### src/rtl/axi_rd_burst_seq.sv
// Splits a word-count read request into AXI-legal bursts (no 4 KB crossing) and streams the data.
// Define AXI_RD_BURST_SEQ_ERR_ABORT_EN to abandon the sequence on an errored burst.
module axi_rd_burst_seq #(
  parameter int unsigned ADDR_WIDTH    = 32,
  parameter int unsigned BUS_WIDTH     = 32,
  parameter int unsigned MAX_BURST_LEN = 16,
  parameter int unsigned COUNT_WIDTH   = 16
) (
  input  logic                               clock,
  input  logic                               reset_n,
  input  logic                               start,
  input  logic [ADDR_WIDTH-1:0]              base_addr,
  input  logic [COUNT_WIDTH-1:0]             num_words,
  output logic                               busy,
  output logic                               done,
  output logic                               error,
  output logic                               rd_enable,
  output logic [ADDR_WIDTH-1:0]              rd_addr,
  output logic [3:0]                         rd_burst_len,
  output logic [2:0]                         rd_burst_size,
  input  logic [MAX_BURST_LEN*BUS_WIDTH-1:0] rd_data,
  input  logic [1:0]                         rd_status,
  output logic [BUS_WIDTH-1:0]               out_data,
  output logic                               out_valid,
  input  logic                               out_ready,
  output logic                               out_last
);

  localparam int unsigned SizeInt = $clog2(BUS_WIDTH / 8);
  localparam logic [2:0]  Size    = 3'(SizeInt);

  localparam logic [1:0] StatReady = 2'd0;
  localparam logic [1:0] StatOk    = 2'd2;
  localparam logic [1:0] StatErr   = 2'd3;

  typedef enum logic [2:0] {StIdle, StReq, StWait, StDrain, StDone} state_e;

  state_e                             state_q, state_d;
  logic [ADDR_WIDTH-1:0]              addr_q, addr_d;
  logic [COUNT_WIDTH-1:0]             remaining_q, remaining_d;
  logic [3:0]                         len_q, len_d;
  logic [3:0]                         idx_q, idx_d;
  logic                               error_q, error_d;
  logic [MAX_BURST_LEN*BUS_WIDTH-1:0] burst_buf_q, burst_buf_d;

  logic [ADDR_WIDTH-1:0]  next_addr;
  logic [COUNT_WIDTH-1:0] next_rem;
  logic [4:0]             n_words;

  // Burst size limited by remaining count, MAX_BURST_LEN and the distance to the next 4 KB page.
  function automatic logic [4:0] burst_words(input logic [11:0] page_off,
                                             input logic [COUNT_WIDTH-1:0] rem);
    logic [12:0] to_bnd_bytes;
    logic [12:0] to_bnd_words;
    logic [4:0]  n;
    to_bnd_bytes = 13'h1000 - {1'b0, page_off};
    to_bnd_words = to_bnd_bytes >> Size;
    n = 5'(MAX_BURST_LEN);
    if (to_bnd_words < 13'(n)) n = to_bnd_words[4:0];
    if (rem < COUNT_WIDTH'(n)) n = rem[4:0];
    return n;
  endfunction

  always_comb begin
    state_d     = state_q;
    addr_d      = addr_q;
    remaining_d = remaining_q;
    len_d       = len_q;
    idx_d       = idx_q;
    error_d     = error_q;
    burst_buf_d = burst_buf_q;
    n_words     = 5'd0;
    next_addr   = addr_q + (ADDR_WIDTH'({1'b0, len_q} + 5'd1) << Size);
    next_rem    = remaining_q - COUNT_WIDTH'({1'b0, len_q} + 5'd1);

    unique case (state_q)
      StIdle: begin
        if (start) begin
          error_d = 1'b0;
          if (num_words == '0) begin
            state_d = StDone;
          end else begin
            addr_d      = base_addr;
            remaining_d = num_words;
            n_words     = burst_words(base_addr[11:0], num_words);
            len_d       = 4'(n_words - 5'd1);
            idx_d       = 4'd0;
            state_d     = StReq;
          end
        end
      end
      StReq: begin
        if (rd_status == StatReady) state_d = StWait;
      end
      StWait: begin
        if (rd_status == StatOk) begin
          burst_buf_d = rd_data;
          state_d     = StDrain;
        end else if (rd_status == StatErr) begin
          error_d = 1'b1;
`ifdef AXI_RD_BURST_SEQ_ERR_ABORT_EN
          state_d = StDone;
`else
          burst_buf_d = rd_data;
          state_d     = StDrain;
`endif
        end
      end
      StDrain: begin
        if (out_ready) begin
          if (idx_q == len_q) begin
            addr_d      = next_addr;
            remaining_d = next_rem;
            idx_d       = 4'd0;
            if (next_rem == '0) begin
              state_d = StDone;
            end else begin
              n_words = burst_words(next_addr[11:0], next_rem);
              len_d   = 4'(n_words - 5'd1);
              state_d = StReq;
            end
          end else begin
            idx_d = idx_q + 4'd1;
          end
        end
      end
      StDone: state_d = StIdle;
      default: state_d = StIdle;
    endcase
  end

  always_ff @(posedge clock or negedge reset_n) begin
    if (!reset_n) begin
      state_q     <= StIdle;
      addr_q      <= '0;
      remaining_q <= '0;
      len_q       <= '0;
      idx_q       <= '0;
      error_q     <= 1'b0;
      burst_buf_q <= '0;
    end else begin
      state_q     <= state_d;
      addr_q      <= addr_d;
      remaining_q <= remaining_d;
      len_q       <= len_d;
      idx_q       <= idx_d;
      error_q     <= error_d;
      burst_buf_q <= burst_buf_d;
    end
  end

  always_comb begin
    busy          = (state_q != StIdle);
    done          = (state_q == StDone);
    error         = error_q;
    rd_enable     = (state_q == StReq) && (rd_status == StatReady);
    rd_addr       = addr_q;
    rd_burst_len  = len_q;
    rd_burst_size = Size;
    out_valid     = (state_q == StDrain);
    out_data      = burst_buf_q[idx_q*BUS_WIDTH +: BUS_WIDTH];
    out_last      = out_valid && (idx_q == len_q) && (next_rem == '0);
  end

endmodule

### config.mk
export PLATFORM = sky130hd
export DESIGN_NAME = axi_rd_burst_seq
export DESIGN_NICKNAME = d
export VERILOG_FILES = /design/src/rtl/axi_rd_burst_seq.sv
export SDC_FILE = /design/constraint.sdc
export NUM_CORES = 1
export LEC_CHECK = 0
export CAP_MARGIN = 10
export CORE_AREA = 4 4 247 249
export CTS_BUF_LIST = sky130_fd_sc_hd__clkbuf_8
export DETAILED_ROUTE_END_ITERATION = 10
export DIE_AREA = 0 0 251 253
export PLACE_DENSITY = 0.74
export SLEW_MARGIN = 20
export SYNTH_ARGS = -nofsm -noshare
export SYNTH_HDL_FRONTEND = slang
export SYNTH_SLANG_ARGS = --single-unit
### constraint.sdc
create_clock -name clock -period 5.15 [get_ports clock]
set_input_delay 1.03 -clock clock [delete_from_list [all_inputs] [get_ports clock]]
set_output_delay 1.03 -clock clock [all_outputs]
set_load 0.01 [all_outputs]
# After elaboration in Yosys (flattened, before gate mapping)
# Cells that the tools add are included.
# totals
elab_cells	108
input_bits	566
ff_bits	572
# classes
eq_ne	16
mux	54
n_reduce_logical	17
add_sub_neg	9
shift	1
order_cmp	4
# op_table
op	count
two-way mux 512 bit	2
variable part select 512 x 10 -> 32 bit	1
two-way mux 32 bit	4
two-way mux 4 bit	18
two-way mux 16 bit	4
case mux 32 bit (2 select lines)	1
two-way mux 5 bit	9
adder 32 x 7 -> 32 bit	1
zero test 16 bit	2
< comparator 16 x 5 -> 1 bit	2
case mux 16 bit (2 select lines)	1
subtractor 13 x 12 -> 13 bit, first input constant	2
two-way mux 3 bit	8
< comparator 11 x 5 -> 1 bit, second input constant	2
case mux 4 bit (2 select lines)	2
subtractor 16 x 5 -> 16 bit	1
!= test 2 bit, second input constant	6
case mux 3 bit (4 select lines)	1
adder 4 x 1 -> 5 bit, second input constant	2
AND reduction 5 bit	2
AND reduction 4 bit	2
subtractor 4 x 1 -> 4 bit, second input constant	2
equality test 3 x 2 -> 1 bit, second input constant	2
AND reduction 6 bit	1
other kinds (15)	23

# Longest topological paths before layout
# Gate-level depths: netlist of run 1.
# depth
depth_word	20
ltp_mapped	19

# Worst setup path before layout of run 1
# Ideal clock, no wire load.
# synth_path
path_kind	flip-flop to flip-flop
startpoint	reg len_q[1], in the netlist rd_burst_len[1]
endpoint	reg len_q[2], in the netlist rd_burst_len[2]
path_buffers	0
path_stages_with_launch	19
synth_period_minus_slack_ps	4296
t_required_ps	5010
arrival_time_ps	4156
slack_ps	854
cell_sequence	dfrtp_1 ha_1 fa_1 a21o_1 a31oi_1 xnor2_1 a2bb2oi_1 nor4b_4 nand2_1 ha_1 a21oi_1 o21ai_0 nor3_1 inv_2 or3_1 a31o_1 ha_1 xnor2_1 a21oi_1
# synth_via
elab_chain_cells	20
elab_cells_between_ends	27
cone_classes	add/sub: 6; order compare: 2; eq/ne: 3; mux: 14; reduce/logical: 2
# synth_lines
element	line	rtl
start: declaration	41	logic [3:0] len_q, len_d;
start signal: assignment	145	len_q <= len_d;
adder 4 x 1 -> 5 bit	73, 74	
adder 32 x 7 -> 32 bit	73	next_addr = addr_q + (ADDR_WIDTH'({1'b0, len_q} + 5'd1) << Size);
subtractor 13 x 12 -> 13 bit	56	to_bnd_bytes = 13'h1000 - {1'b0, page_off};
< comparator 11 x 5 -> 1 bit	59	if (to_bnd_words < 13'(n)) n = to_bnd_words[4:0];
two-way mux 5 bit	59	
two-way mux 5 bit	115	if (next_rem == '0) begin
two-way mux 5 bit	111	if (idx_q == len_q) begin
two-way mux 5 bit	110	if (out_ready) begin
[... 4 more ...]	-	
two-way mux 4 bit	111	
two-way mux 4 bit	110	
two-way mux 4 bit	76	unique case (state_q)
subtractor 4 x 1 -> 4 bit	119	len_d = 4'(n_words - 5'd1);
two-way mux 4 bit	115	
two-way mux 4 bit	111	
two-way mux 4 bit	110	
case mux 4 bit (2 select lines)	76	
# Several ways; a longest one is shown, not always the timed one. The select of a mux whose other input is x is not followed.
# A chain may end at the register's enable or synchronous reset.

# Worst setup path after layout of run 1
# layout_path
startpoint	reg len_q[0], in the netlist rd_burst_len[0]
endpoint	out out_last
# layout_via
elab_chain_cells	4
elab_cells_between_ends	6
cone_classes	add/sub: 2; eq/ne: 1; reduce/logical: 3
# layout_lines
element	line	rtl
adder 4 x 1 -> 5 bit	74	next_rem = remaining_q - COUNT_WIDTH'({1'b0, len_q} + 5'd1);
subtractor 16 x 5 -> 16 bit	74	
zero test 16 bit	162	out_last = out_valid && (idx_q == len_q) && (next_rem == '0);
logical AND 1 bit *	162	
end: declaration	26	output logic out_last
# Every way passes the cells marked *; elsewhere a longest branch is shown, timed or not.

==> results.toml, run 1 <==
[status]
outcome = "finished, final reports clean"

[clock_network]
cts_tree = "done"
cts_hold_buffers = 0
cts_buffers = 99
cts_setup_buffers = 0
cts-root-buf = "clkbuf_8"
clk_latency_ns = 0.68
clk_pin_slew_ns = 0.06
ctsHtreeMaxLevel = 3
clock_sinks = 572
cts_buffer_depth = 3

[worst_setup_path]
cp_max_fo = 6
end_kind = "primary output"
critPathLaunchType = "flip-flop"
r2r_slack_ns = 0.47
r2r_cells = 19
timing.rr.start = "rd_burst_len[0]"
cp.required_ns = 4.12
cp.arrival_ns = 3.87
reg2reg_to = "rd_burst_len[2]"
path_class = "flip-flop to primary output"

[logic_synthesis]
netlist_area_um2 = 27050
synth_seq_cells = 572
ys_types = 66
async_reset_ff_share_pct = 100.0
ys.flop_type = "dfrtp_1"
yosysWarnings = 0
avgSynthCellArea_um2 = 14.54
netlist_instances = 1860
synth_edf_count = 0
ys_seq_area_share_pct = 52.92

[layout]
drive_gt1_share_pct = 34.18
layout_commonest_cell = "clkdlybuf4s50_1"
final_nets = 3096
final_cell_mix = "638 x clkdlybuf4s50_1, 568 x dfrtp_1, 514 x mux2_2"
area_growth_syn_to_layout_pct = 35.39
instances_no_fill = 3401
design_area_um2 = 36620

[power_and_ir_drop]
power_density_nw_per_um2 = 599.1
ir_drop_mv = 0.3386
p_leak_uw = 0.01562

[sta]
slew_violations = 0
fin_worst_skew_ns = 0.02670
min_period_over_period_pct = 95.05
finalSetupViolCount = 0
worst_pin_slew_ns = 0.9881
hold_violations = 0
finalCriticalPeriod_ns = 4.895
fmax_mhz = 204.3
rsz0062_at_grt = "true"
slew-limit-headroom_pct = 34.13

[global_routing]
globalRouteOverflowTotal = 0
grt_usage_pct = 28.13
antenna_found_initial = 48
grt_max_degree = 126
grt_pass1_vias = 20707
grt_pass1_wl_um = 133000

[floorplanning]
die_y_um = 253
die-area_um2 = 63500
initial_utilization_pct = 46.09
io_pins = 643
core_um2 = 58690
die_w_um = 251
rows = 89

[place]
numPortBuffers = 639
placed_area_um2 = 34390
dp_cells = 3180
hpwl_um = 68650
gp_congestion = 0.9131

[routing]
first_iter_violations = 1137
num_vias = 19250
drcViolationCount = 0
ant_nets = 0
drt-total-wl_um = 90560
firstDrtPassIters = 5
route.detailed.wl_per_inst_um = 26.63
vias_per_cell = 5.660

[worst_hold_path]
hp-class = "input pin to asynchronous set/reset pin"

[run]
cap_violations = 0
## power by group
part	switching, uW	internal [uW]	total, uW	leakage, uW
clock	1920	2440	4370	0.00121
sequential	1410	6650	8060	0.00730
combinational	4310	5210	9520	0.00712
total	7640	14300	21900	0.0156
## cells by family after synthesis
group / share of synthesized area [%]
muxes: 34.83
DFF: 52.92
and+or+nand+nor: 3.978
AOI/OAI and AO/OA: 4.422
buffers and inverters: 2.068
adders and majority gates: 1.073
xor gates and xnor gates: 0.6754
other: 0.02777
## sequential cells by signal (all words and copies together) (netlist names)
| signal | flops |
|---|---|
| burst_buf_q | 512 |
| rd_addr | 32 |
| remaining_q | 16 |
| idx_q | 4 |
| rd_burst_len | 4 |
| state_q | 3 |
| error | 1 |
## stage by stage
| stage | hold WS (ns) | setup WS (ns) | setup TNS (ns) | util, % | total power [uW] |
|---|---|---|---|---|---|
| 2_1_floorplan | 0.4538 | 0.8538 | 0 | - | 13540 |
| 3_3_place_gp | 0.4797 | 0.3588 | 0 | 58.61 | 17360 |
| 3_5_place_dp | 0.4886 | 0.3015 | 0 | 58.61 | 17690 |
| 4_1_cts | 0.4521 | 0.06883 | 0 | 62.20 | 22130 |
| 5_1_grt | 0.4989 | -0.01592 | -0.01592 | 62.37 | 23180 |
| 6_report | 0.4431 | 0.2550 | 0 | 62.40 | 21940 |
## cells in the mapped netlist, drive strengths merged, types with 4 or more instances
| library cell | n | area [um2] |
|---|---|---|
| or2 | 5 | 31.28 |
| and3 | 7 | 45.05 |
| nand2b | 6 | 37.54 |
| xor2 | 9 | 78.83 |
| mux4 | 160 | 3603 |
| nor4 | 9 | 56.30 |
| clkbuf | 107 | 401.6 |
| nor2 | 58 | 217.7 |
| o21ai | 63 | 319.0 |
| or3 | 8 | 50.05 |
| dfrtp | 572 | 14310 |
| nand3 | 17 | 85.08 |
| ha | 20 | 250.2 |
| nand2 | 70 | 270.3 |
| nor3 | 20 | 105.1 |
| xnor2 | 11 | 103.9 |
| a211oi | 8 | 70.06 |
| inv | 19 | 71.31 |
| a21oi | 68 | 340.3 |
| a22oi | 4 | 30.03 |
| a31oi | 16 | 106.4 |
| o31ai | 5 | 37.54 |
| mux2 | 514 | 5788 |
| buf | 20 | 86.33 |
| o22ai | 13 | 81.33 |
| nand4 | 4 | 25.02 |
## critical path, cell delays in order, from the launching register on
cell and delay [ns]:
dfrtp_1 0.43, inv_1 0.14, ha_1 0.22, inv_1 0.06, fa_1 0.39, nor2b_1 0.14, o21ai_1 0.14, o31ai_1 0.28
a211oi_1 0.19, nor4_2 0.39, and2_1 0.18, clkdlybuf4s50_1 0.61
## what timing repair did
item / 4_1_cts / 5_1_grt
endpoints found under the setup margin: 0 / 3
endpoints found under the hold margin: 0 / 0
gates resized for setup: 0 / 2
## worst max path at each step
stage          slack (ns)               to             from
2_1_floorplan        0.85  rd_burst_len[2]  rd_burst_len[1]
3_3_place_gp         0.36  rd_burst_len[2]     base_addr[2]
3_5_place_dp         0.30  rd_burst_len[2]     base_addr[2]
4_1_cts              0.07         out_last  rd_burst_len[0]
5_1_grt             -0.02         out_last  rd_burst_len[0]
6_report             0.25         out_last  rd_burst_len[0]
## routing by layer
metal  vias up  track usage (%)  wire [um]
li1       8350                -          -
met1      9923            35.45      35340
met2       794            44.88      43790
met3       171            9.203       7719
met4        12            12.43       3649
met5         -                0         68
## final cells by class
cell class              count  area, um2
diodes                     42      105.1
clock buffers             129       1775
clock inverters            50      335.3
fillers                  4406      22060
inverters                  19      71.32
multi-input cells        1143      12200
flip-flops and latches    572      14320
well taps                 773      967.2
repair buffers            673       6844
Power figures use the tool's default switching activity.
==> run 2, diff against run 1 <==
CAP_MARGIN = 30   (was 10)
==> results of run 2 <==
No change in the layout: final DEF, timing and power equal those of run 1.
==> run 3, diff against run 2 <==
CELL_PAD_IN_SITES_DETAIL_PLACEMENT = 2   (was default)
CELL_PAD_IN_SITES_GLOBAL_PLACEMENT = 2   (was default)
CORE_AREA = default   (was 4 4 247 249)
CORE_MARGIN = 4   (was default)
CORE_UTILIZATION = 34   (was default)
CTS_BUF_LIST = default   (was sky130_fd_sc_hd__clkbuf_8)
DIE_AREA = default   (was 0 0 251 253)
PLACE_DENSITY = 0.79   (was 0.74)
==> results.toml, run 3 (synthesis results as in run 1) <==
[status]
outcome = "finished, final reports clean"

[layout]
layout_commonest_cell = "clkdlybuf4s50_1"
instances_no_fill = 3626
design_area_um2 = 37230
largest_register = "burst_buf_q"
drive_gt1_share_pct = 33.50
largest_reg_flops = 512
area_growth_syn_to_layout_pct = 37.65
final_cell_mix = "638 x clkdlybuf4s50_1, 568 x dfrtp_1, 514 x mux2_2"
final_nets = 3067

[global_routing]
grtUsageMet3_pct = 8.687
antenna_found_initial = 72
grt_usage_pct = 26.66
use_met2_pct = 46.10
grt_pass1_vias = 22705
grt_pass1_wl_um = 165500
grt_max_degree = 126
grt_busiest_layer = "met2"
globalRouteOverflowTotal = 0
grt_use_met1_pct = 30.67

[clock_network]
ctsHtreeMaxLevel = 3
clk_latency_ns = 0.61
cts_buffer_depth = 3
cts_tree = "done"
cts-root-buf = "clkbuf_16"
clock_sinks = 572
clk_pin_slew_ns = 0.06
cts_buffers = 70

[routing]
vias_per_cell = 5.423
route.detailed.wl_per_inst_um = 31.55
first_iter_violations = 884
firstDrtPassIters = 4
num_vias = 19663
drcViolationCount = 0
ant_nets = 0
drt-total-wl_um = 114400

[worst_setup_path]
cp.arrival_ns = 3.89
r2r_cells = 19
critPathLaunchType = "flip-flop"
path_class = "flip-flop to primary output"
cp_max_fo = 6
cp-startpoint = "rd_burst_len[0]"
reg2reg_to = "rd_burst_len[2]"
cp.required_ns = 4.12
timing.rr.start = "rd_burst_len[0]"
end_kind = "primary output"
r2r_slack_ns = 0.38

[sta]
fin_worst_skew_ns = 0.01472
finalCriticalPeriod_ns = 4.917
min_period_over_period_pct = 95.48
rsz0062_at_grt = "false"
slew-limit-headroom_pct = 39.70
fin_setup_tns_ns = 0
slew_violations = 0
hold_slack_ns = 0.4102
worst_pin_slew_ns = 0.8962
fmax_mhz = 203.4
finalSetupViolCount = 0
hold_violations = 0

[place]
numPortBuffers = 639
placed_area_um2 = 34700
hpwl_um = 83750
gp_congestion = 0.8609
dp_cells = 3455

[power_and_ir_drop]
power_density_nw_per_um2 = 633.3
p_leak_uw = 0.01558
ir_drop_mv = 0.3043
total_power_uw = 23580

[floorplanning]
die-area_um2 = 84130
core_um2 = 78870
io_pins = 643
die_y_um = 290.0
rows = 103
die_w_um = 290.0
initial_utilization_pct = 34.29

[run]
cap_violations = 0

[worst_hold_path]
hp-class = "input pin to asynchronous set/reset pin"
-- run 3: report_power, final --
| part | switching (uW) | internal (uW) | leakage (uW) |
|---|---|---|---|
| logic | 4880 | 5220 | 0.00711 |
| registers | 1630 | 6650 | 0.00730 |
| clock network | 2120 | 3070 | 0.00118 |
| total | 8640 | 14900 | 0.0156 |
-- run 3: worst max path at each step --
stage / slack [ns] / cells past startpoint / end
2_1_floorplan: 0.85 / 18 / rd_burst_len[2]
3_3_place_gp: 0.32 / 18 / rd_burst_len[2]
3_5_place_dp: 0.18 / 18 / rd_burst_len[2]
4_1_cts: 0.08 / 11 / out_last
5_1_grt: 0.02 / 20 / rd_burst_len[3]
6_report: 0.23 / 11 / out_last
-- run 3: timing repair --
action | CTS | global route
setup buffers | 0 | 2
hold buffers | 0 | 0
gates resized for setup | 0 | 3
setup endpoints to repair | 0 | 4
-- run 3: cell type report --
cell class	instances	area (um2)
antenna	42	105.1
clock buffer	103	2077
clock inverter	24	324.1
fill	7496	41640
inverter	19	71.32
multi-input combinational	1143	12200
sequential	572	14330
tap	1050	1314
timing repair buffer	673	6814
-- run 3: worst max-delay path, stage by stage, from the launching register on --
cell	delay, ns
dfrtp_1	0.44
inv_1	0.15
ha_1	0.21
inv_1	0.07
fa_1	0.39
nor2b_1	0.16
o21ai_1	0.17
o31ai_1	0.36
a211oi_1	0.22
nor4_2	0.36
and2_1	0.20
clkdlybuf4s50_1	0.54
-- run 3: routing by layer --
metal  vias up  wire, um
li1       8264         -
met2       652     58380
met4        36      4508
met1     10502     42680
met3       209      8589
met5         -       226
-- run 3: stage by stage --
stage / util (%) / worst slack, ns
global placement: 43.96 / 0.3199
global route: 47.18 / 0.02491
detailed placement: 43.99 / 0.1772
CTS: 47.04 / 0.08028
finish: 47.20 / 0.2329
floorplan: - / 0.8538
